## config.mk

```make
export PLATFORM = sky130hd
export DESIGN_NAME = control_unit
export DESIGN_NICKNAME = d
export VERILOG_FILES = /design/src/rtl/control_unit.sv
export SDC_FILE = /design/constraint.sdc
export NUM_CORES = 1
export LEC_CHECK = 0
export ABC_CLOCK_PERIOD_IN_PS = 1020
export CORE_AREA = 4 4 41 43
export DETAILED_ROUTE_END_ITERATION = 16
export DIE_AREA = 0 0 45 47
export PLACE_DENSITY = 0.62
export SLEW_MARGIN = 20
export SYNTH_ARGS = -nofsm -noshare
export SYNTH_HDL_FRONTEND = slang
export SYNTH_SLANG_ARGS = --single-unit
```

## constraint.sdc

```tcl
create_clock -name clk -period 1.02 [get_ports clk]
set_clock_uncertainty 0.2 [all_clocks]
set_input_delay 0.102 -clock clk [delete_from_list [all_inputs] [get_ports clk]]
set_output_delay 0.102 -clock clk [all_outputs]
set_load 0.005 [all_outputs]
```

## src/rtl/control_unit.sv

```systemverilog
// Single-cycle-style main control decoder with a registered output stage.
// The OpCode sampled at each rising edge is decoded and presented one cycle later.
module control_unit (
  input  logic       clk,
  input  logic       reset,
  input  logic [2:0] OpCode,
  output logic       RegDst,
  output logic       ALUSrc,
  output logic       MemtoReg,
  output logic       RegWrite,
  output logic       MemRead,
  output logic       MemWrite,
  output logic       Branch,
  output logic [1:0] ALUOp,
  output logic       Illegal
);

  typedef struct packed {
    logic       reg_dst;
    logic       alu_src;
    logic       mem_to_reg;
    logic       reg_write;
    logic       mem_read;
    logic       mem_write;
    logic       branch;
    logic [1:0] alu_op;
    logic       illegal;
  } ctrl_t;

  localparam logic [2:0] OpRType = 3'b000;
  localparam logic [2:0] OpLogI  = 3'b001;
  localparam logic [2:0] OpLw    = 3'b100;
  localparam logic [2:0] OpSw    = 3'b101;
  localparam logic [2:0] OpBeq   = 3'b110;
  localparam logic [2:0] OpAddI  = 3'b111;

  localparam logic [1:0] AluAdd   = 2'b00;
  localparam logic [1:0] AluSub   = 2'b01;
  localparam logic [1:0] AluFunct = 2'b10;
  localparam logic [1:0] AluLogic = 2'b11;

  ctrl_t ctrl_d, ctrl_q;

  // Unlisted opcodes, and any X/Z in simulation, fall through to the illegal tuple.
  always_comb begin
    ctrl_d = '0;
    case (OpCode)
      OpRType: begin
        ctrl_d.reg_dst   = 1'b1;
        ctrl_d.reg_write = 1'b1;
        ctrl_d.alu_op    = AluFunct;
      end
      OpLw: begin
        ctrl_d.alu_src    = 1'b1;
        ctrl_d.mem_to_reg = 1'b1;
        ctrl_d.reg_write  = 1'b1;
        ctrl_d.mem_read   = 1'b1;
        ctrl_d.alu_op     = AluAdd;
      end
      OpSw: begin
        ctrl_d.alu_src   = 1'b1;
        ctrl_d.mem_write = 1'b1;
        ctrl_d.alu_op    = AluAdd;
      end
      OpBeq: begin
        ctrl_d.branch = 1'b1;
        ctrl_d.alu_op = AluSub;
      end
      OpAddI: begin
        ctrl_d.alu_src   = 1'b1;
        ctrl_d.reg_write = 1'b1;
        ctrl_d.alu_op    = AluAdd;
      end
      OpLogI: begin
        ctrl_d.alu_src   = 1'b1;
        ctrl_d.reg_write = 1'b1;
        ctrl_d.alu_op    = AluLogic;
      end
      default: begin
        ctrl_d.illegal = 1'b1;
      end
    endcase
  end

  always_ff @(posedge clk or posedge reset) begin
    if (reset) begin
      ctrl_q <= '0;
    end else begin
      ctrl_q <= ctrl_d;
    end
  end

  always_comb begin
    RegDst   = ctrl_q.reg_dst;
    ALUSrc   = ctrl_q.alu_src;
    MemtoReg = ctrl_q.mem_to_reg;
    RegWrite = ctrl_q.reg_write;
    MemRead  = ctrl_q.mem_read;
    MemWrite = ctrl_q.mem_write;
    Branch   = ctrl_q.branch;
    ALUOp    = ctrl_q.alu_op;
    Illegal  = ctrl_q.illegal;
  end

endmodule

```

==> results of run 1 <==
[sequential cells by signal (all words and copies together), names as in the netlist]
name / count
MemWrite: 1
RegWrite: 1
Illegal: 1
MemRead: 1
Branch: 1
ALUOp: 2
RegDst: 1
ALUSrc: 1
[power by group]
group          switching, mW  total (mW)  internal (mW)
registers            0.00492       0.382          0.377
logic                 0.0378      0.0820         0.0442
clock network          0.108       0.258          0.150
[Yosys cell counts, drive strengths merged]
| cell type | number | area, sq um |
|---|---|---|
| buf | 1 | 7.510 |
| and3b | 1 | 8.760 |
| nor2 | 3 | 11.26 |
| inv | 2 | 7.500 |
| nand2 | 1 | 3.750 |
| nor3 | 1 | 5.000 |
| xnor2 | 1 | 8.760 |
| dfrtp | 9 | 225.2 |
| nor3b | 1 | 7.510 |
| a21o | 1 | 7.510 |
| maj3 | 1 | 11.26 |
[routing by layer]
metal,track usage,vias to the layer above
met2,0.08757,15
met5,0,-
met3,0.04215,0
met1,0.07801,92
li1,-,109
met4,0.03509,0
[layout make-up]
class	count	area, sq um	area share
repair buffers	18	116.4	0.2541
well taps	15	18.77	0.04098
flip-flops and latches	9	225.2	0.4918
inverters	2	7.507	0.01639
multi-input cells	10	63.81	0.1393
clock buffers	4	26.28	0.05738
[logic make-up after synthesis]
| logic type | after synthesis | synth area share |
|---|---|---|
| AOI/OAI and AO/OA | 1 | 0.02470 |
| DFF | 9 | 0.7408 |
| buffers and inverters | 3 | 0.04937 |
| xor gates and xnor gates | 1 | 0.02881 |
| adders and majority gates | 1 | 0.03703 |
| and+or+nand+nor | 7 | 0.1193 |
[stage by stage]
| step | worst slack [ns] | area (sq um) |
|---|---|---|
| after floorplan | 0.2199 | 304.0 |
| final | -0.02140 | 457.9 |
| after detailed placement | -0.2988 | 485.5 |
| after global routing | -0.05602 | 457.9 |
| after global placement | -0.2805 | 485.5 |
| after CTS | -0.03583 | 457.9 |
[path summary, 6_finish.rpt]
path / from / slack [ns] / cells after the start / endpoint
setup / recovery: MemRead / -0.02 / 1 / MemRead
hold / removal: reset / -0.09 / 2 / MemRead
max in group asynchronous: reset / 0.47 / 2 / RegWrite
min in group clk: OpCode[1] / 0.03 / 2 / MemWrite
[what timing repair did]
item / CTS / global route
hold endpoints to repair: 9 / 9
endpoints found under the setup margin: 12 / 10
gates resized for setup: 43 / 0
pin swaps: 0 / 0
cloned: 0 / 0
==> out/metrics.yaml, run 1 <==
design.die.area_sq_mm: 0.002115
criticalPathCategory: "reg -> out"
critPathLaunchType: "register"
slew_viol_final: 0
slowest_delay_ns: 0.37
route.antenna.remaining_nets: 0
insertedDiodeCount: 0
htreeDepth: 1
power.leakage_nw: 0.2598
layout-area-overhead-vs-synth_pct: 50.62
seq_cells_post_synth: 9
post_route_cells_drive_above_1_share: 0.4419
cts_setup_buffers: 0
die_height_um: 47
wire_length_of_the_first_global_routing_pass_um: 952
number_of_filler_instances_in_the_final_layout: 144
remaining_drc_errors: 0
drt_first_iter_violations: 0
dieWidth_um: 45
place_congestion: 0.7961
post_layout_nonfiller_instances: 58
data_arrival_time_at_the_worst_slack_endpoint_ns: 0.74
tritoncts_num_sinks: 9
syn_nets: 27
timing.critical_path.to_type: "primary output"
design.portCount: 15
pnr_total_power_uw: 721.2
finalSetupTns_ns: -0.1034
gr-total-overflow: 0
power_density_mw_per_mm2: 1575
dr_total_vias: 216
track_usage: 0.06485
clk_path_buf_depth: 2
setup-violations-final: 10
grt_start_max_net_pins: 10
highest-signal-layer: "met3"
finalHoldWorstSlack_ns: -0.08655
antenna_found_initial: 0
post_drt_via_cell_ratio: 3.724
synth.lib_cells_used.distinct: 12
dr_wl_met3_um: 97
synth.yosys.seq_area_share: 0.7407
final-hold-violation-count: 9
drtPass1Iterations: 1
post-place-cells: 54
netlist_instances: 22
ir_drop_uv: 812.7
fin_crit_sh: 1.021
hold_path.class: "in -> async"
grt_pass1_vias: 239
clk_pin_slew_worst_paths_ns: 0.06
place.port_buffers: 14
finalWorstSetupSlack_ns: -0.02140
initial_utilization: 0.2337
worst_slew_pin_slew_ns: 0.3188
final_core_utilization: 0.3519
period_needed_ns: 1.041
numCtsBuffers: 3
syn-mean-instance-area_sq_um: 13.82
max_cap_viol_count: 0
core_area_sq_mm: 0.001301
max_freq_mhz: 960.2
cts-root-buf: "clkbuf_4"
highest_fanout_seen_on_the_critical_path: 2
final_common_cell: "buf_2"
most_used_cells_in_the_layout_excluding_fill_and_tap_cells: "buf_2 (10), dfrtp_1 (9), buf_4 (4)"
placementRows: 13
dp.final_hpwl_um: 439.4
dr_wl_met2_um: 219
num-nets-final: 49
failed_checks: "hold timing, setup timing"
tritoncts: "done"
synth.cell_area_sq_um: 304.0
cpLargestDelayFamily: "flip-flops"
drt_wl_total_um: 571
max_slew_margin: 0.7872
status: "finished with violations"
timing.critical_path.cells: "buf_2"
worst-endpoint-required_ns: 0.72
rsz0062_at_grt: "true"
wl_met1_um: 254
critPathBufInv: 1
routedWlPerCell_um: 9.845
synth-warning-count: 0
worst_path_max_delay_cell: "dfrtp_1"
(Power assumes the default switching activity.)
==> run 2, diff against run 1 <==
--- a/config.mk
+++ b/config.mk
@@ -9,6 +9,7 @@
 export CORE_AREA = 4 4 41 43
 export DETAILED_ROUTE_END_ITERATION = 16
 export DIE_AREA = 0 0 45 47
+export GPL_TIMING_DRIVEN = 0
 export PLACE_DENSITY = 0.62
 export SLEW_MARGIN = 20
 export SYNTH_ARGS = -nofsm -noshare
==> constraint.sdc (replaced) <==
create_clock -name clk -period 1.02 [get_ports clk]
set_clock_uncertainty 0.2 [all_clocks]
set_input_delay 0.153 -clock clk [delete_from_list [all_inputs] [get_ports clk]]
set_output_delay 0.153 -clock clk [all_outputs]
set_load 0.005 [all_outputs]
==> run 2 against run 1 <==
The flow still finishes with violations (hold timing, setup timing). Cell count shrank 5.2%. Count of clock-buffer cells in the layout is the same. Sequential power is essentially flat. Critical path depth grew 1. Clock power grew 3%. Maximum frequency shrank 14%. Die area is the same. Worst setup slack lost 0.17 ns. Cell area shrank 2.7%. Global-route usage grew 0.71 points. Critical path type unchanged. Highest routed layer is now met4.
==> out/metrics.yaml, run 2 (synthesized netlist as in run 1, its figures left out) <==
grt_start_max_net_pins: 10  # unchanged
rsz0062_at_grt: "true"
numCtsBuffers: 3  # unchanged
hold_path.class: "in -> async"
slew_viol_final: 0  # unchanged
place.port_buffers: 14  # unchanged
drt_first_iter_violations: 1  # +1
post_route_cells_drive_above_1_share: 0.4000  # -0.04186
place_congestion: 0.6815  # -14%
worst-endpoint-required_ns: 0.67  # -0.05 ns
critPathLaunchType: "register"
failed_checks: "hold timing, setup timing"
ir_drop_uv: 626.8  # -23%
grt_pass1_vias: 237  # -0.84%
core_area_sq_mm: 0.001301  # unchanged
max_slew_margin: 0.7848  # -0.002456
highest_fanout_seen_on_the_critical_path: 2  # unchanged
power_density_mw_per_mm2: 1630  # +3.5%
most_used_cells_in_the_layout_excluding_fill_and_tap_cells: "dfrtp_1 (9), buf_2 (9), nor2_1 (3), clkbuf_4 (3), dlygate4sd2_1 (3)"
power.leakage_nw: 0.2476  # -4.7%
criticalPathCategory: "reg -> out"
htreeDepth: 1  # unchanged
timing.critical_path.to_type: "primary output"
dp.final_hpwl_um: 419.1  # -4.6%
dieWidth_um: 45  # unchanged
tritoncts: "done"
layout-area-overhead-vs-synth_pct: 46.50
track_usage: 0.07194  # +0.007091
die_height_um: 47  # unchanged
max_cap_viol_count: 0  # unchanged
clk_pin_slew_worst_paths_ns: 0.06  # about the same
post-place-cells: 51  # -5.6%
pnr_total_power_uw: 725.9  # +0.65%
layout.cell_area.non_filler_sq_um: 445.4  # -2.7%
cts_setup_buffers: 0  # unchanged
final-hold-violation-count: 9  # unchanged
clk_path_buf_depth: 2  # unchanged
largest_register_ffs: 2  # unchanged
gr-total-overflow: 0  # unchanged
drtPass1Iterations: 2  # +1
post_layout_nonfiller_instances: 55  # -5.2%
design.portCount: 15  # unchanged
period_needed_ns: 1.210  # +0.1686 ns
initial_utilization: 0.2337  # unchanged
drt_wl_total_um: 584  # +2.3%
cts-root-buf: "clkbuf_4"
antenna_found_initial: 0  # unchanged
number_of_filler_instances_in_the_final_layout: 145  # +0.69%
placementRows: 13  # unchanged
instance_area_after_placement_sq_um: 462.9  # -4.6%
worst_slew_pin_slew_ns: 0.3225  # +0.003680 ns
data_arrival_time_at_the_worst_slack_endpoint_ns: 0.86  # +0.12 ns
wire_length_of_the_first_global_routing_pass_um: 966  # +1.5%
tritoncts_num_sinks: 9  # unchanged
finalWorstSetupSlack_ns: -0.1900  # -0.1686 ns
finalSetupTns_ns: -0.8323  # -0.7289 ns
num-nets-final: 46  # -6.1%
remaining_drc_errors: 0  # unchanged
fin_crit_sh: 1.186  # +0.1653
design.die.area_sq_mm: 0.002115  # unchanged
insertedDiodeCount: 0  # unchanged
finalHoldWorstSlack_ns: -0.04061  # +0.04594 ns
max_freq_mhz: 826.5  # -14%
post_drt_via_cell_ratio: 4.018  # +7.9%
dr_total_vias: 221  # +2.3%
status: "finished with violations"
setup-violations-final: 10  # unchanged
route.antenna.remaining_nets: 0  # unchanged
routedWlPerCell_um: 10.62  # +7.9%
[run 2: how the worst max path moves through the flow]
stage / start / to / slack [ns] / cells past startpoint
after floorplan: MemRead / MemtoReg / 0.17 / 1
after global placement: OpCode[1] / ALUSrc / -0.41 / 3
after detailed placement: OpCode[1] / ALUSrc / -0.42 / 3
after CTS: MemRead / MemtoReg / -0.20 / 2
after global routing: MemRead / MemtoReg / -0.23 / 2
final: MemRead / MemtoReg / -0.19 / 2
[run 2: area by class of cell]
class,instances,area [sq um],share of cell area
plain buffers,1,11.26,0.02528
clock buffers,4,26.28,0.05899
inverters,2,7.507,0.01685
multi-input cells,10,63.81,0.1433
flip-flops and latches,9,225.2,0.5056
well taps,15,18.77,0.04213
repair buffers,14,92.59,0.2079
[run 2: metal layers]
layer / part of all wire / wire [um] / global-route usage / vias to the layer above
met1: 0.46 / 269 / 0.07529 / 99
met3: 0.15 / 85 / 0.03448 / 2
met2: 0.37 / 214 / 0.09605 / 17
met4: 0.024 / 14 / 0.08772 / 0
li1: - / - / - / 103
met5: 0 / 0 / 0 / -
[run 2: power breakdown]
group          total, mW  internal (mW)  switching [mW]
sequential         0.382          0.377         0.00528
clock              0.267          0.150           0.117
combinational     0.0767         0.0391          0.0376
total              0.726          0.566           0.160
[run 2: what timing repair did]
action                                 CTS  global route
setup endpoints to repair               13            10
gates resized for setup                 45             0
endpoints found under the hold margin    9             9
[run 2: through the flow]
step / utilization / setup WS (ns)
3_3_place_gp: 0.3558 / -0.4061
3_5_place_dp: 0.3558 / -0.4226
6_report: 0.3423 / -0.1900
2_1_floorplan: - / 0.1689
5_1_grt: 0.3423 / -0.2334
4_1_cts: 0.3423 / -0.1970
[run 2: critical path, stage by stage, from the launching register on]
cell     delay, ns
dfrtp_1       0.38
buf_6         0.12
buf_6         0.10
==> run 3, diff against run 2 <==
--- a/config.mk
+++ b/config.mk
@@ -5,12 +5,13 @@
 export SDC_FILE = /design/constraint.sdc
 export NUM_CORES = 1
 export LEC_CHECK = 0
+export ABC_AREA = 1
 export ABC_CLOCK_PERIOD_IN_PS = 1020
 export CORE_AREA = 4 4 41 43
 export DETAILED_ROUTE_END_ITERATION = 16
 export DIE_AREA = 0 0 45 47
 export GPL_TIMING_DRIVEN = 0
-export PLACE_DENSITY = 0.62
+export PLACE_DENSITY = 0.64
 export SLEW_MARGIN = 20
 export SYNTH_ARGS = -nofsm -noshare
 export SYNTH_HDL_FRONTEND = slang
==> run 3 against run 2 <==
The flow still finishes with violations (hold timing, setup timing). Core utilization rose by 2.0 points. Global-route usage rose by 0.73 points. Synthesized cell count rose by 32%. Critical endpoint unchanged. Highest routed layer is now met3.
==> out/metrics.yaml, run 3 <==
syn-mean-instance-area_sq_um: 11.39  # -18%
slowest_delay_ns: 0.38  # about the same
grt_start_max_net_pins: 10  # unchanged
timing.critical_path.cells: "buf_6, buf_6"
clk_path_buf_depth: 2  # unchanged
num-nets-final: 53  # +15%
setup.worst_path.end: "MemtoReg"
drtPass1Iterations: 4  # +2
synth_most_common_cell: "dfrtp_1"
power.switching_fraction: 0.2219  # +0.001633
timing.critical_path.to_type: "primary output"
dp.final_hpwl_um: 429.3  # +2.4%
p_int_uw: 570.2  # +0.75%
timing.critical_path.mode_cell: "buf_6"
fin_crit_sh: 1.174  # -0.01217
power.sequential.fraction: 0.524  # -0.002
post_route_cells_drive_above_1_share: 0.4043  # +0.004255
clock_power_share: 0.356  # -0.012
data_arrival_time_at_the_worst_slack_endpoint_ns: 0.84  # -0.02 ns
critPathBufInv: 2  # unchanged
hold_path.class: "in -> async"
synth_top_cells_by_area: "dfrtp_1 (68%), nand3_2 (6.1%), inv_1 (5.7%), nand3_1 (4.5%), buf_4 (2.3%)"
post-synth-top-area-cell: "dfrtp_1"
insertedDiodeCount: 0  # unchanged
synth.lib_cells_used.distinct: 12  # unchanged
antenna_found_initial: 0  # unchanged
syn_nets: 34  # +26%
numCtsBuffers: 3  # unchanged
fraction_of_post_synthesis_cell_area_in_the_top_cell_type_by_area: 0.6818  # -0.05892
count_of_flip_flops_with_a_built_in_enable_after_synthesis: 0  # unchanged
synth.yosys.seq_area_share: 0.6818  # -0.05892
synth_common_cells: "dfrtp_1 (9), inv_1 (5), nand3_1 (3)"
critPathLaunchType: "register"
finalSetupTns_ns: -0.7171  # +0.1152 ns
ys_async_sr_fraction: 1.000  # unchanged
highest_fanout_seen_on_the_critical_path: 2  # unchanged
tritoncts_num_sinks: 9  # unchanged
gr-total-overflow: 0  # unchanged
drt_first_iter_violations: 2  # +1
placementRows: 13  # unchanged
worst-endpoint-required_ns: 0.67  # about the same
core_area_sq_mm: 0.001301  # unchanged
dr_total_vias: 252  # +14%
cpLargestDelayFamily: "flip-flops"
clk_pin_slew_worst_paths_ns: 0.06  # about the same
max_cap_viol_count: 0  # unchanged
seq_cells_post_synth: 9  # unchanged
status: "finished with violations"
htreeDepth: 1  # unchanged
worst_slew_pin_slew_ns: 0.3212  # -0.001277 ns
synth.cell_area_sq_um: 330.3  # +8.6%
dieWidth_um: 45  # unchanged
finalHoldWorstSlack_ns: -0.04585  # -0.005243 ns
switchingPower_uw: 162.6  # +1.7%
final-hold-violation-count: 9  # unchanged
post_drt_via_cell_ratio: 4.065  # +1.2%
netlist_instances: 29  # +32%
synthFlopType: "dfrtp_1"
remaining_drc_errors: 0  # unchanged
ir_drop_uv: 452.4  # -28%
critPathLaunch: "MemRead"
tritoncts: "done"
place_congestion: 0.7653  # +12%
power.leakage_nw: 0.2823  # +14%
power_density_mw_per_mm2: 1554  # -4.7%
routedWlPerCell_um: 9.161  # -14%
setup-violations-final: 10  # unchanged
most_used_cells_in_the_layout_excluding_fill_and_tap_cells: "dfrtp_1 (9), buf_2 (9), inv_1 (5)"
initial_utilization: 0.2538  # +0.02019
die_height_um: 47  # unchanged
comb_power_share: 0.120  # +0.014
max_slew_margin: 0.7856  # +0.0008520
track_usage: 0.07926  # +0.007321
path_depth: 2  # unchanged
route.antenna.remaining_nets: 0  # unchanged
period_needed_ns: 1.198  # -0.01241 ns
design.die.area_sq_mm: 0.002115  # unchanged
cts-root-buf: "clkbuf_4"
wire_length_of_the_first_global_routing_pass_um: 1083  # +12%
design.portCount: 15  # unchanged
failed_checks: "hold timing, setup timing"
synth-warning-count: 0  # unchanged
grt_pass1_vias: 250  # +5.5%
slew_viol_final: 0  # unchanged
max_freq_mhz: 835.0  # +1.0%
criticalPathCategory: "reg -> out"
worst_path_max_delay_cell: "dfrtp_1"
place.port_buffers: 14  # unchanged
layout-area-overhead-vs-synth_pct: 42.80
finalWorstSetupSlack_ns: -0.1776  # +0.01241 ns
rsz0062_at_grt: "true"
largest_register_ffs: 2  # unchanged
cts_setup_buffers: 0  # unchanged
drt_wl_total_um: 568  # -2.7%
## run 3: logic make-up (layout without fill, tap and decap cells)
kind of cell,count (synthesis),after routing,synth area share
AOI/OAI and AO/OA,2,2,0.03787
buffers and inverters,7,25,0.09091
DFF,9,9,0.6818
and+or+nand+nor,11,11,0.1894
## run 3: routing by layer
metal	track usage	part of all wire	vias to the layer above
met2	0.09322	0.45	11
met3	0.03448	0.11	0
met5	0	0	-
met1	0.09220	0.44	117
met4	0.1053	0	0
li1	-	-	124
## run 3: power by group through the flow
| stage | combinational (mW) | clock (mW) | sequential, mW |
|---|---|---|---|
| 6_report | 0.0876 | 0.261 | 0.384 |
| 5_1_grt | 0.101 | 0.294 | 0.387 |
| 4_1_cts | 0.0898 | 0.271 | 0.385 |
| 3_5_place_dp | 0.114 | 0 | 0.392 |
| 3_3_place_gp | 0.112 | 0 | 0.391 |
| 2_1_floorplan | 0.0355 | 0 | 0.395 |
## run 3: timing repair
action,CTS,global route
hold endpoints to repair,9,9
pin swaps,0,0
endpoints found under the setup margin,15,10
resized for setup,45,0
## run 3: per-stage QoR
stage          std cells  setup WS (ns)  utilization  area [sq um]  total power, mW
2_1_floorplan         29         0.1689            -         330.3           0.4309
3_3_place_gp          58        -0.3151       0.3760         489.2           0.5039
3_5_place_dp          58        -0.3273       0.3760         489.2           0.5057
4_1_cts               62        -0.1848       0.3625         471.7           0.7451
5_1_grt               62        -0.2184       0.3625         471.7           0.7813
6_report              62        -0.1776       0.3625         471.7           0.7329
## run 3: how the worst min path moves through the flow
stage | slack (ns) | to | depth (start not counted)
2_1_floorplan | -0.22 | ALUOp[0] | 1
3_3_place_gp | 0.22 | ALUOp[1] | 2
3_5_place_dp | 0.23 | ALUOp[1] | 2
4_1_cts | -0.04 | ALUSrc | 2
5_1_grt | -0.02 | ALUSrc | 2
6_report | -0.05 | ALUSrc | 2
## run 3: final cells by class
cell class / instances / area (sq um)
Buffer: 1 / 11.26
Clock buffer: 4 / 26.28
Fill cell: 151 / 829.5
Inverter: 6 / 22.52
Multi-Input combinational cell: 13 / 75.07
Sequential cell: 9 / 225.2
Tap cell: 15 / 18.77
Timing Repair Buffer: 14 / 92.59
